===== src/rtl/sr_cond_pkg.sv =====
// Shared definitions for the SR flip-flop input conditioner: debounce FSM encoding and defaults.
package sr_cond_pkg;

   typedef enum logic [1:0] {
      StIdle         = 2'd0,
      StCheckPress   = 2'd1,
      StPressed      = 2'd2,
      StCheckRelease = 2'd3
   } state_e;

   localparam int unsigned DefaultDebounceCycles = 1000;

endpackage


===== src/rtl/debounce_channel.sv =====
// One button channel: multi-flop synchronizer, then a debounce FSM that emits a single-cycle
// press_acc per accepted press and a registered debounced level.
module debounce_channel
   import sr_cond_pkg::*;
#(
   parameter int unsigned SYNC_STAGES     = 2,
   parameter int unsigned DEBOUNCE_CYCLES = DefaultDebounceCycles
) (
   input  logic clk,
   input  logic rst_n,
   input  logic raw,
   output logic press_acc,
   output logic held
);

   localparam int unsigned      CNT_W   = $clog2(DEBOUNCE_CYCLES + 1);
   localparam logic [CNT_W-1:0] CntLast = CNT_W'(DEBOUNCE_CYCLES - 1);

   logic [SYNC_STAGES-1:0] sync_q, sync_d;
   logic                   synced;
   state_e                 state_q, state_d;
   logic [CNT_W-1:0]       cnt_q, cnt_d;
   logic                   press_q, press_d;
   logic                   held_q, held_d;

   assign sync_d = {sync_q[SYNC_STAGES-2:0], raw};
   assign synced = sync_q[SYNC_STAGES-1];

   always_ff @(posedge clk or negedge rst_n) begin
      if (!rst_n) begin
         sync_q  <= '0;
         state_q <= StIdle;
         cnt_q   <= '0;
         press_q <= 1'b0;
         held_q  <= 1'b0;
      end else begin
         sync_q  <= sync_d;
         state_q <= state_d;
         cnt_q   <= cnt_d;
         press_q <= press_d;
         held_q  <= held_d;
      end
   end

   // The count includes the sample that left the stable state, so the last stable sample
   // is the one seen while cnt_q == DEBOUNCE_CYCLES-1; the counter therefore never wraps.
   always_comb begin
      state_d = state_q;
      cnt_d   = cnt_q;
      unique case (state_q)
         StIdle: begin
            if (synced) begin
               state_d = StCheckPress;
               cnt_d   = CNT_W'(1);
            end
         end
         StCheckPress: begin
            if (!synced) begin
               state_d = StIdle;
               cnt_d   = '0;
            end else if (cnt_q == CntLast) begin
               state_d = StPressed;
               cnt_d   = '0;
            end else begin
               cnt_d = cnt_q + 1'b1;
            end
         end
         StPressed: begin
            if (!synced) begin
               state_d = StCheckRelease;
               cnt_d   = CNT_W'(1);
            end
         end
         StCheckRelease: begin
            if (synced) begin
               state_d = StPressed;
               cnt_d   = '0;
            end else if (cnt_q == CntLast) begin
               state_d = StIdle;
               cnt_d   = '0;
            end else begin
               cnt_d = cnt_q + 1'b1;
            end
         end
         default: begin
            state_d = StIdle;
            cnt_d   = '0;
         end
      endcase
   end

   always_comb begin
      press_d = (state_q == StCheckPress) && synced && (cnt_q == CntLast);
      held_d  = (state_d == StPressed) || (state_d == StCheckRelease);
   end

   assign press_acc = press_q;
   assign held      = held_q;

endmodule


===== src/rtl/sr_button_conditioner.sv =====
// Conditions raw set/reset buttons into single-cycle S/R pulses; same-edge presses are dropped
// and flagged so the downstream SR flip-flop never sees S and R together.
module sr_button_conditioner
   import sr_cond_pkg::*;
#(
   parameter int unsigned DEBOUNCE_CYCLES = DefaultDebounceCycles,
   parameter int unsigned SYNC_STAGES     = 2
) (
   input  logic clk,
   input  logic rst_n,
   input  logic btn_set,
   input  logic btn_rst,
   output logic S,
   output logic R,
   output logic conflict,
   output logic set_held,
   output logic rst_held
);

   logic set_acc, rst_acc;
   logic s_q, s_d, r_q, r_d, conflict_q, conflict_d;

   debounce_channel #(
      .SYNC_STAGES     (SYNC_STAGES),
      .DEBOUNCE_CYCLES (DEBOUNCE_CYCLES)
   ) u_set_chan (
      .clk       (clk),
      .rst_n     (rst_n),
      .raw       (btn_set),
      .press_acc (set_acc),
      .held      (set_held)
   );

   debounce_channel #(
      .SYNC_STAGES     (SYNC_STAGES),
      .DEBOUNCE_CYCLES (DEBOUNCE_CYCLES)
   ) u_rst_chan (
      .clk       (clk),
      .rst_n     (rst_n),
      .raw       (btn_rst),
      .press_acc (rst_acc),
      .held      (rst_held)
   );

   always_comb begin
      s_d        = set_acc && !rst_acc;
      r_d        = rst_acc && !set_acc;
      conflict_d = set_acc && rst_acc;
   end

   always_ff @(posedge clk or negedge rst_n) begin
      if (!rst_n) begin
         s_q        <= 1'b0;
         r_q        <= 1'b0;
         conflict_q <= 1'b0;
      end else begin
         s_q        <= s_d;
         r_q        <= r_d;
         conflict_q <= conflict_d;
      end
   end

   assign S        = s_q;
   assign R        = r_q;
   assign conflict = conflict_q;

endmodule


===== config.mk =====
export PLATFORM = sky130hd
export DESIGN_NAME = sr_button_conditioner
export DESIGN_NICKNAME = d
export VERILOG_FILES = /design/src/rtl/sr_cond_pkg.sv /design/src/rtl/debounce_channel.sv /design/src/rtl/sr_button_conditioner.sv
export SDC_FILE = /design/constraint.sdc
export NUM_CORES = 1
export LEC_CHECK = 0
export ABC_AREA = 1
export BUFFER_PORTS_ARGS = -buffer_cell sky130_fd_sc_hd__buf_2
export CORE_UTILIZATION = 40
export DETAILED_ROUTE_END_ITERATION = 7
export GPL_TIMING_DRIVEN = 1
export SKIP_CTS_REPAIR_TIMING = 1
export SKIP_LAST_GASP = 1
export SLEW_MARGIN = 25
export SYNTH_ARGS = -nofsm -noshare
export SYNTH_HDL_FRONTEND = slang
export SYNTH_SLANG_ARGS = --single-unit

===== constraint.sdc =====
create_clock -name clk -period 1.5 [get_ports clk]
set_input_delay 0.075 -clock clk [delete_from_list [all_inputs] [get_ports clk]]
set_output_delay 0.075 -clock clk [all_outputs]
set_load 0.05 [all_outputs]

## Word level (Yosys, flattened, before mapping)

Cells that the tools add are included.

- Add/sub/neg operators: 2
- Div/mod/pow operators: 0
- Bitwise operators: 0
- Reductions and logical operators: 15
- Muxes and demuxes: 26
- Equality and inequality tests: 16
- Shift-type cells: 0
- Order comparisons: 0
- Multipliers: 0

Operators with widths:

| operator | count |
|---|---|
| two-way mux 10 bit | 10 |
| case mux 10 bit (4 select lines) | 2 |
| two-way mux 2 bit | 12 |
| adder 10 x 1 -> 10 bit, second input constant | 2 |
| equality test 10 bit, second input constant | 2 |
| equality test 2 bit, second input constant | 8 |
| case mux 2 bit (4 select lines) | 2 |
| logical AND 1 bit | 7 |
| equality test 2 x 1 -> 1 bit, second input constant | 2 |
| logical NOT 2 bit | 2 |
| inequality test 2 x 1 -> 1 bit, second input constant | 2 |
| inequality test 2 bit, second input constant | 2 |
| AND reduction 2 bit | 2 |
| logical NOT 1 bit | 2 |
| logical OR 1 bit | 2 |

- Bits in read-only memories: 0
- Input port bits: 4
- Output and inout bits: 5
- Logic and storage cells: 72
- Latch bits: 0
- Memories kept: 0
- Register bits: 35
- Bits in writable memories: 0

## Logic depth before layout (Yosys ltp)

Gate-level depths: netlist of the first run.

- Depth in word-level cells: 6
- Depth in mapped cells: 9
- Mapped depth without buffers: 9

## Modules after synthesis

Synthesis of the first run repeated with hierarchy kept, for this count alone.

- Cells, all modules: 209
- Area total of the unflattened synthesis: 1719.1 um2

Modules (own cells, without submodules):

| module | area each (um2) | cells each | sequential area each (um2) | times used |
|---|---|---|---|---|
| debounce_channel | 810.8 | 100 | 400.4 | 2 |
| sr_button_conditioner | 97.6 | 9 | 75.1 | 1 |

## Least setup slack after synthesis of the first run

OpenSTA, ideal clock, no wires.

- Kind: reg-to-reg
- Start point: reg u_rst_chan.cnt_q[1]
- End point: reg u_rst_chan.press_q (netlist: u_rst_chan.press_acc)
- Library setup time: 0.069 ns
- Buffers on the path: 0
- Period minus slack after synthesis: 1.285 ns
- Setup slack: 0.215 ns
- Arrival time: 1.216 ns
- Required time: 1.431 ns
- Stages on the path, launching flop included: 10
- Cell sequence: dfrtp_1 ha_1 nand2_2 inv_1 nand3_1 nor2_4 nand2_2 inv_2 nand2_2 nor2_2

- Word-level cells in the longest chain between the ends: 2

RTL lines:

| item | line | source |
|---|---|---|
| start, declared | debounce_channel.sv:22 | `logic [CNT_W-1:0] cnt_q, cnt_d;` |
| start signal, assigned | debounce_channel.sv:39 | `cnt_q <= cnt_d;` |
| equality test 10 bit | debounce_channel.sv:93 | `press_d = (state_q == StCheckPress) && synced && (cnt_q == CntLast);` |
| logical AND 1 bit | debounce_channel.sv:93 |  |
| via u_rst_chan.press_d | debounce_channel.sv:23 | `logic press_q, press_d;` |
| end signal, assigned | debounce_channel.sv:40 | `press_q <= press_d;` |
| end, declared | debounce_channel.sv:23 |  |

The timed path passes the listed nets, and every way through them passes these cells.
A chain may end at the register's enable or synchronous reset.

## Final worst setup path of the first run

- Start point: reg u_rst_chan.cnt_q[1]
- End point: reg u_rst_chan.cnt_q[7]

- Word-level cells in the longest chain between the ends: 4
- Elaborated cells between the ends (all ways): 6
- Classes of those cells: add/sub: 1; eq/ne: 1; mux: 4

RTL lines:

| item | line | source |
|---|---|---|
| adder 10 x 1 -> 10 bit or equality test 10 bit (tied branches) | n/a |  |
| two-way mux 10 bit (*) | debounce_channel.sv:61, debounce_channel.sv:78 |  |
| two-way mux 10 bit (on tied branches) | debounce_channel.sv:75, debounce_channel.sv:58 |  |
| case mux 10 bit (4 select lines) (*) | debounce_channel.sv:50 | `unique case (state_q)` |

Every way passes the cells marked *; elsewhere a longest branch is shown, timed or not.

==> results of run 1 <==
## kinds of logic (layout without fill, tap and decap cells)
logic type	after synthesis	after routing	synth area share
adders and majority gates	2	2	0.01414
AOI/OAI and AO/OA	18	18	0.05941
DFF	35	35	0.4950
buffers and inverters	30	52	0.06647
xor gates and xnor gates	3	3	0.01910
and+or+nand+nor	140	140	0.3458
## power groups by stage
| stage | combinational [mW] | sequential, mW | clock, mW |
|---|---|---|---|
| after global routing | 0.171 | 0.997 | 0.733 |
| final | 0.149 | 0.993 | 0.666 |
| after global placement | 0.137 | 1.01 | 0 |
| after CTS | 0.138 | 0.993 | 0.686 |
| after detailed placement | 0.137 | 1.01 | 0 |
| after floorplan | 0.0754 | 1.01 | 0 |
## state kept, by name, summed over array words and instances (netlist names)
register,flops
u_rst_chan.state_q,2
S,1
u_set_chan.sync_q,2
u_rst_chan.sync_q,2
u_rst_chan.cnt_q,10
u_rst_chan.press_acc,1
u_set_chan.press_acc,1
u_set_chan.cnt_q,10
u_set_chan.state_q,2
u_rst_chan.held,1
conflict,1
u_set_chan.held,1
R,1
## cells in the final DEF, fill, tap and decap left out, types with 2 or more instances in the layout
cell / Yosys / layout
dfrtp_1: 35 / 35
ha_1: 2 / 2
inv_1: 26 / 25
dlygate4sd3_1: 0 / 3
a21oi_1: 3 / 3
nor2_2: 4 / 3
a21o_1: 3 / 3
clkbuf_8: 0 / 5
nand4_1: 7 / 7
o21ai_0: 8 / 8
nand2_1: 72 / 70
nor2_4: 2 / 3
inv_2: 1 / 2
buf_2: 1 / 8
buf_4: 1 / 6
nand2_2: 4 / 6
xor2_1: 2 / 2
o22ai_1: 2 / 2
nor2_1: 25 / 25
nand3_1: 24 / 23
## critical path, cell delays in order, from the launching register on
cell     delay (ns)
dfrtp_1        0.41
ha_1           0.22
nand2_2        0.09
inv_1          0.06
nand3_1        0.11
nor2_4         0.06
nor2_4         0.20
nand3_1        0.11
nand2_1        0.07
## metal layers
layer  part of all wire  up-vias  routed length [µm]  track usage
met5                  0        -                   0            0
met4              0.018        0                  61      0.07813
met3              0.035        6                 119      0.03947
met2               0.42       24                1422       0.2439
met1               0.52      704                1771       0.2326
li1                   -      761                   -            -
## area by class of cell
cell class                 count  area [µm²]
timing repair buffer          17       115.1
multi-input combinational    163       790.8
tap                           50       62.56
fill                         418        2085
inverter                      27       101.3
clock buffer                   6       72.57
sequential                    35       875.8
clock inverter                 2       12.51
## per-stage QoR
stage	std cells	power (mW)	setup slack (ns)	area [µm²]
after global routing	300	1.901	-0.01187	2031
after CTS	296	1.817	0.01445	1978
after floorplan	228	1.086	0.2147	1769
after detailed placement	288	1.149	0.02834	1893
final	300	1.808	0.1211	2031
after global placement	288	1.148	0.04554	1893
## path summary, 6_finish.rpt
kind,startpoint,endpoint,slack (ns),cells after the start
min in group clk,u_set_chan.sync_q[0],u_set_chan.sync_q[1],0.36,0
worst min-delay path,rst_n,u_rst_chan.cnt_q[2],0.34,3
max in group asynchronous,rst_n,u_set_chan.cnt_q[9],0.83,3
worst max register to register,u_rst_chan.cnt_q[1],u_rst_chan.cnt_q[7],0.12,8
worst min register to register,u_set_chan.sync_q[0],u_set_chan.sync_q[1],0.36,0
worst max-delay path,u_rst_chan.cnt_q[1],u_rst_chan.cnt_q[7],0.12,8
==> flow_summary.ini, run 1 <==
[outcome]
outcome = finished, final reports clean

[critical_path]
endpoint_kind = register
crit_type = reg -> reg
start_kind = register
cp.required_ns = 1.73
worstPathMaxFanout = 9
arrival_ns = 1.60

[finish]
nets = 255
syn_to_final_growth_pct = 14.78
drive_gt1_frac = 0.1520
antennaDiodeCount = 0
fin_util = 0.4935

[pwr]
internal-power_mw = 1.352
p_comb_frac = 0.082
p_sw_mw = 0.4559
p_sw_frac = 0.2522
p_per_area_nw_per_um2 = 890.1
ir_drop_uv = 595.3
seqPwrFrac = 0.549
p_leak_nw = 1.033
clkPwrFrac = 0.368

[routing]
drcViolationCount = 0
num_vias = 1495
wl_per_cell_um = 11.25
routed_via_density = 4.983
drtIter0Drc = 77
dr.pass1.iters = 4
drt-total-wl_um = 3374
ant_nets = 0

[die]
core-area_um2 = 4115
ios = 9
die_h_um = 68.51
initial_utilization = 0.4299
die_width_um = 68.51
dieArea_um2 = 4693
rows = 23

[timing]
finalCriticalPeriod_ns = 1.379
min_period_over_period = 0.9193
fmax_ghz = 0.7252
max_slew_margin = 0.7009
holdWs_ns = 0.3380
finalSetupViolations = 0
fin_setup_tns_ns = 0
finalClockSkew_ns = 0.005251
finalMaxSlewViolations = 0
report.final.hold_viol_count = 0
worstMarginPinSlew_ns = 0.4487

[cts]
cts-root-buf = clkbuf_8
h-tree-depth = 2
clk_latency_ns = 0.29
cts.sinks = 35
clock_path_buffers = 2
path_clk_slew_ns = 0.07
cts_buffers = 5
cts_tree = built

[logic_synthesis]
mappedNetlistArea_um2 = 1769
synth.distinct_cells = 24
synth-edff-count = 0
ys_async_sr_fraction = 1.000
synth-seq-cells = 35
syn-num-nets = 234
synth_area_per_cell_um2 = 7.760
netlist_top_cells_count = 72 x nand2_1, 35 x dfrtp_1, 26 x inv_1, 25 x nor2_1, 24 x nand3_1
yosys-top-cells-area = dfrtp_1 50%, nand2_1 15%, nand3_1 6.8%
synth_cells = 228
synth_ff_type = dfrtp_1
ys_seq_area_frac = 0.4950
synth_top_cell_by_area = dfrtp_1
yosys_warnings = 0
synth.top_cell.area_share = 0.4950
yosysMostFrequentCell = nand2_1

[grt]
grt_max_degree = 36
grt_pass1_vias = 1283
grt_remaining_overflow = 0
antenna_found_initial = 0
grt_pass1_wl_um = 5651
grtUsageTotal = 0.1669

[place]
gp_congestion = 0.8317
dp_hpwl_um = 2298
portBuffers = 8

[run]
cap_viol_max_count = 0

[worst_hold_path]
min_path_type = in -> async
No activity file was read; power rests on OpenSTA's default activity.
==> inputs of run 2 (changes only) <==
==> constraint.sdc (replaced) <==
create_clock -name clk -period 1.5 [get_ports clk]
set_input_delay 0.3 -clock clk [delete_from_list [all_inputs] [get_ports clk]]
set_output_delay 0.3 -clock clk [all_outputs]
set_load 0.05 [all_outputs]
==> run 2 against run 1 <==
  * Critical path depth increased by 1
  * Wire length rose by 0.68%
  * Global-route usage increased by 0.21 points
  * Critical endpoint is now u_rst_chan.press_acc
  * Sequential cell count stayed put
  * Combinational power increased by 4%
  * Largest cell class unchanged
  * Cell count unchanged
  * Non-clock buffer count shrank 1
  * Sequential power about the same
  * Clock skew fell by 0.00063 ns
  * Total power is 0.24% higher
  * Fmax grew 0.37%
==> flow_summary.ini, run 2 (synthesized netlist as in run 1, its figures left out) <==
[critical_path]
worstPathMaxFanout = 3
critPathBufInv = 2
r2r_cells = 9
r2r_end = u_rst_chan.press_acc
cp_top_family = simple AND/OR/NAND/NOR gates
cp.required_ns = 1.73
cpMostUsedCell = nand2_2
worstSetupStartpoint = u_rst_chan.cnt_q[1]
r2r_start = u_rst_chan.cnt_q[1]
endpoint_kind = register
slowest_stage = dfrtp_1
crit_chain = ha_2 > nand2_2 > inv_1 > nand3_2 > nor2_4 > nand2_2 > inv_2 > nand2_2 > nor2_2
crit_type = reg -> reg
start_kind = register
arrival_ns = 1.60
max_stage_delay_ns = 0.37
rrSetupSlack_ns = 0.13

[timing]
worstMarginPinSlew_ns = 0.4409
finalMaxSlewViolations = 0
report.final.hold_viol_count = 0
fin_setup_tns_ns = 0
fmax_ghz = 0.7279
min_period_over_period = 0.9158
finalCriticalPeriod_ns = 1.374
finalSetupViolations = 0
max_slew_margin = 0.7061
rsz0062_at_grt = false
holdWs_ns = 0.03131
finalClockSkew_ns = 0.004623

[routing]
drcViolationCount = 0
wl_per_cell_um = 11.32
drt-total-wl_um = 3397
routed_via_density = 4.747
ant_nets = 0
dr.pass1.iters = 4
drtIter0Drc = 76
num_vias = 1424

[finish]
nets = 255
mostFrequentLayoutCells = 70 x nand2_1, 35 x dfrtp_1, 25 x inv_1
top_regs = u_rst_chan.cnt_q (10), u_set_chan.cnt_q (10)
syn_to_final_growth_pct = 14.99
layout_commonest_cell = nand2_1
antennaDiodeCount = 0
drive_gt1_frac = 0.1800

[grt]
grt-busiest-layer = met1
gr-usage-met1 = 0.2468
gr-usage-met2 = 0.2292
grt_pass1_wl_um = 5754
grt_pass1_vias = 1254
grt_max_degree = 36
antenna_found_initial = 0
grt_remaining_overflow = 0
grtUsageTotal = 0.1690
grtUsageMet3 = 0.04441

[outcome]
outcome = finished, final reports clean

[worst_hold_path]
min_path_type = in -> async

[pwr]
ir_drop_uv = 630.3
p_per_area_nw_per_um2 = 890.6
p_leak_nw = 1.033

[die]
dieArea_um2 = 4693
ios = 9
rows = 23
core-area_um2 = 4115
die_width_um = 68.51
die_h_um = 68.51
initial_utilization = 0.4299

[cts]
cts-root-buf = clkbuf_8
h-tree-depth = 2
cts_tree = built
path_clk_slew_ns = 0.07
cts.sinks = 35
clk_latency_ns = 0.29
clock_path_buffers = 2
cts_buffers = 5

[place]
dp_hpwl_um = 2328
gp_congestion = 0.8147
portBuffers = 8

[run]
cap_viol_max_count = 0
run 2: area by class of cell:
class	count	area (µm²)
inverters	27	101.3
fillers	400	2081
flip-flops and latches	35	875.8
well taps	50	62.56
clock inverters	2	12.51
multi-input cells	164	809.5
repair buffers	16	100.1
clock buffers	6	72.57
run 2: where the power goes:
group	leakage [nW]	switching, mW	internal [mW]
Clock	0.0412	0.340	0.324
Sequential	0.468	0.0236	0.970
Combinational	0.524	0.0936	0.0613
run 2: worst max path at each step:
stage	to	depth (start not counted)
after floorplan	u_rst_chan.press_acc	9
after global placement	u_set_chan.cnt_q[5]	8
after detailed placement	u_set_chan.cnt_q[9]	8
after CTS	u_set_chan.cnt_q[9]	8
after global routing	u_rst_chan.press_acc	9
final	u_rst_chan.press_acc	9
run 2: metal layers:
layer | vias up | wire length [µm] | share of wire
met5 | - | 0 | 0
met4 | 0 | 70 | 0.021
met3 | 8 | 130 | 0.038
met2 | 22 | 1406 | 0.41
met1 | 628 | 1789 | 0.53
li1 | 766 | - | -
run 2: stage by stage:
step | setup slack, ns | cell area (µm²) | cells | util | power (mW)
finish | 0.1263 | 2034 | 300 | 0.4944 | 1.812
global route | 0.009543 | 2034 | 300 | 0.4944 | 1.899
CTS | 0.01042 | 1978 | 296 | 0.4807 | 1.821
detailed placement | 0.02299 | 1893 | 288 | 0.4600 | 1.149
global placement | 0.04756 | 1893 | 288 | 0.4600 | 1.149
floorplan | 0.2147 | 1769 | 228 | - | 1.086
==> inputs of run 3 (changes only) <==
==> constraint.sdc (replaced) <==
create_clock -name clk -period 1.5 [get_ports clk]
set_input_delay 0.15 -clock clk [delete_from_list [all_inputs] [get_ports clk]]
set_output_delay 0.15 -clock clk [all_outputs]
set_load 0.05 [all_outputs]
==> run 3 against run 2 <==
  * Sequential power about the same
  * Sequential cell count unchanged
  * Final area up 1.5%
  * Core utilization up 0.73 points
  * Critical path type unchanged
  * Critical endpoint unchanged
  * Largest cell class unchanged
  * Largest power group unchanged
  * Highest routed layer unchanged
==> flow_summary.ini, run 3 (synthesized netlist as in run 1, its figures left out) <==
[timing]
rsz0062_at_grt = false
finalClockSkew_ns = 0.004473
fin_setup_tns_ns = 0
report.final.hold_viol_count = 0
finalMaxSlewViolations = 0
finalSetupViolations = 0
worstMarginPinSlew_ns = 0.4422
min_period_over_period = 0.9161
fmax_ghz = 0.7277
finalCriticalPeriod_ns = 1.374
max_slew_margin = 0.7052

[finish]
fin_area_um2 = 2064
mostFrequentLayoutCells = 70 x nand2_1, 35 x dfrtp_1, 25 x inv_1
layout_commonest_cell = nand2_1
layout.cells.non_filler = 303
drive_gt1_frac = 0.1779
syn_to_final_growth_pct = 16.69
top_regs = u_rst_chan.cnt_q (10), u_set_chan.cnt_q (10)
nets = 258
antennaDiodeCount = 0

[cts]
cts.sinks = 35
clk_latency_ns = 0.29
cts_buffers = 5
h-tree-depth = 2
cts_tree = built
clock_path_buffers = 2
path_clk_slew_ns = 0.07
cts-root-buf = clkbuf_8

[worst_hold_path]
min_path_type = reg -> reg

[pwr]
p_per_area_nw_per_um2 = 880.8
p_leak_nw = 1.045
ir_drop_uv = 631.7

[critical_path]
endpoint_kind = register
crit_type = reg -> reg
cp.required_ns = 1.73
start_kind = register
crit_chain = ha_2 > nand2_2 > inv_1 > nand3_2 > nor2_4 > nand2_2 > inv_2 > nand2_2 > nor2_2
critPathBufInv = 2
arrival_ns = 1.60
slowest_stage = dfrtp_1
worstPathMaxFanout = 3
max_stage_delay_ns = 0.37
cp_top_family = simple AND/OR/NAND/NOR gates
cpMostUsedCell = nand2_2

[grt]
grt_remaining_overflow = 0
antenna_found_initial = 0
grt_pass1_wl_um = 5754
grtUsageTotal = 0.1690
grt_pass1_vias = 1254
grt_max_degree = 36

[place]
gp_congestion = 0.8147
portBuffers = 8
dp_hpwl_um = 2328
post_dp_cell_area_um2 = 1893
place_inst = 288

[routing]
num_vias = 1436
drt-total-wl_um = 3418
drtIter0Drc = 75
dr.pass1.iters = 4
wl_per_cell_um = 11.28
drcViolationCount = 0
ant_nets = 0
routed_via_density = 4.739

[die]
die_width_um = 68.51
rows = 23
core-area_um2 = 4115
dieArea_um2 = 4693
initial_utilization = 0.4299
die_h_um = 68.51
ios = 9

[outcome]
outcome = finished, final reports clean

[run]
cap_viol_max_count = 0
[run 3: cell types whose count changed in the layout (fill, tap and decap cells not counted), sizes merged]
| cell | previous run | this run |
|---|---|---|
| dlygate4sd3 | 0 | 3 |
[run 3: cell type report]
cell class | count | area [µm²]
Multi-Input combinational cell | 164 | 809.5
Clock inverter | 2 | 12.51
Inverter | 27 | 101.3
Clock buffer | 6 | 72.57
Fill cell | 397 | 2051
Tap cell | 50 | 62.56
Sequential cell | 35 | 875.8
Timing Repair Buffer | 19 | 130.1
[run 3: power by group]
part	switching (mW)	internal, mW
clock network	0.340	0.324
logic	0.0947	0.0663
registers	0.0237	0.970
[run 3: worst paths after layout]
kind / start / to / slack [ns] / depth (start not counted)
min in group asynchronous: rst_n / u_rst_chan.cnt_q[2] / 0.42 / 3
max in group asynchronous: rst_n / u_rst_chan.cnt_q[9] / 0.76 / 3
hold reg to reg: u_set_chan.sync_q[0] / u_set_chan.sync_q[1] / 0.35 / 0
setup / recovery: u_rst_chan.cnt_q[1] / u_rst_chan.press_acc / 0.13 / 9
hold / removal: u_set_chan.sync_q[0] / u_set_chan.sync_q[1] / 0.35 / 0
setup reg to reg: u_rst_chan.cnt_q[1] / u_rst_chan.press_acc / 0.13 / 9
[run 3: worst reg2reg max path, cell delays in order, from the launching register on]
cell	delay [ns]
dfrtp_1	0.37
ha_2	0.21
nand2_2	0.07
inv_1	0.11
nand3_2	0.10
nor2_4	0.18
nand2_2	0.08
inv_2	0.06
nand2_2	0.06
nor2_2	0.08
[run 3: routing by layer]
metal,track usage,share of wire
met1,0.2468,0.53
met2,0.2292,0.41
met3,0.04441,0.037
met4,0.08073,0.020
met5,0,0
[run 3: per-stage QoR]
step	setup WS (ns)	utilization	hold slack, ns	power [mW]
finish	0.1258	0.5017	0.3549	1.818
global route	0.009543	0.5017	0.3665	1.905
CTS	0.01042	0.4807	-0.09428	1.821
detailed placement	0.02299	0.4600	0.2190	1.149
global placement	0.04756	0.4600	0.2210	1.149
floorplan	0.2147	-	-0.1456	1.086
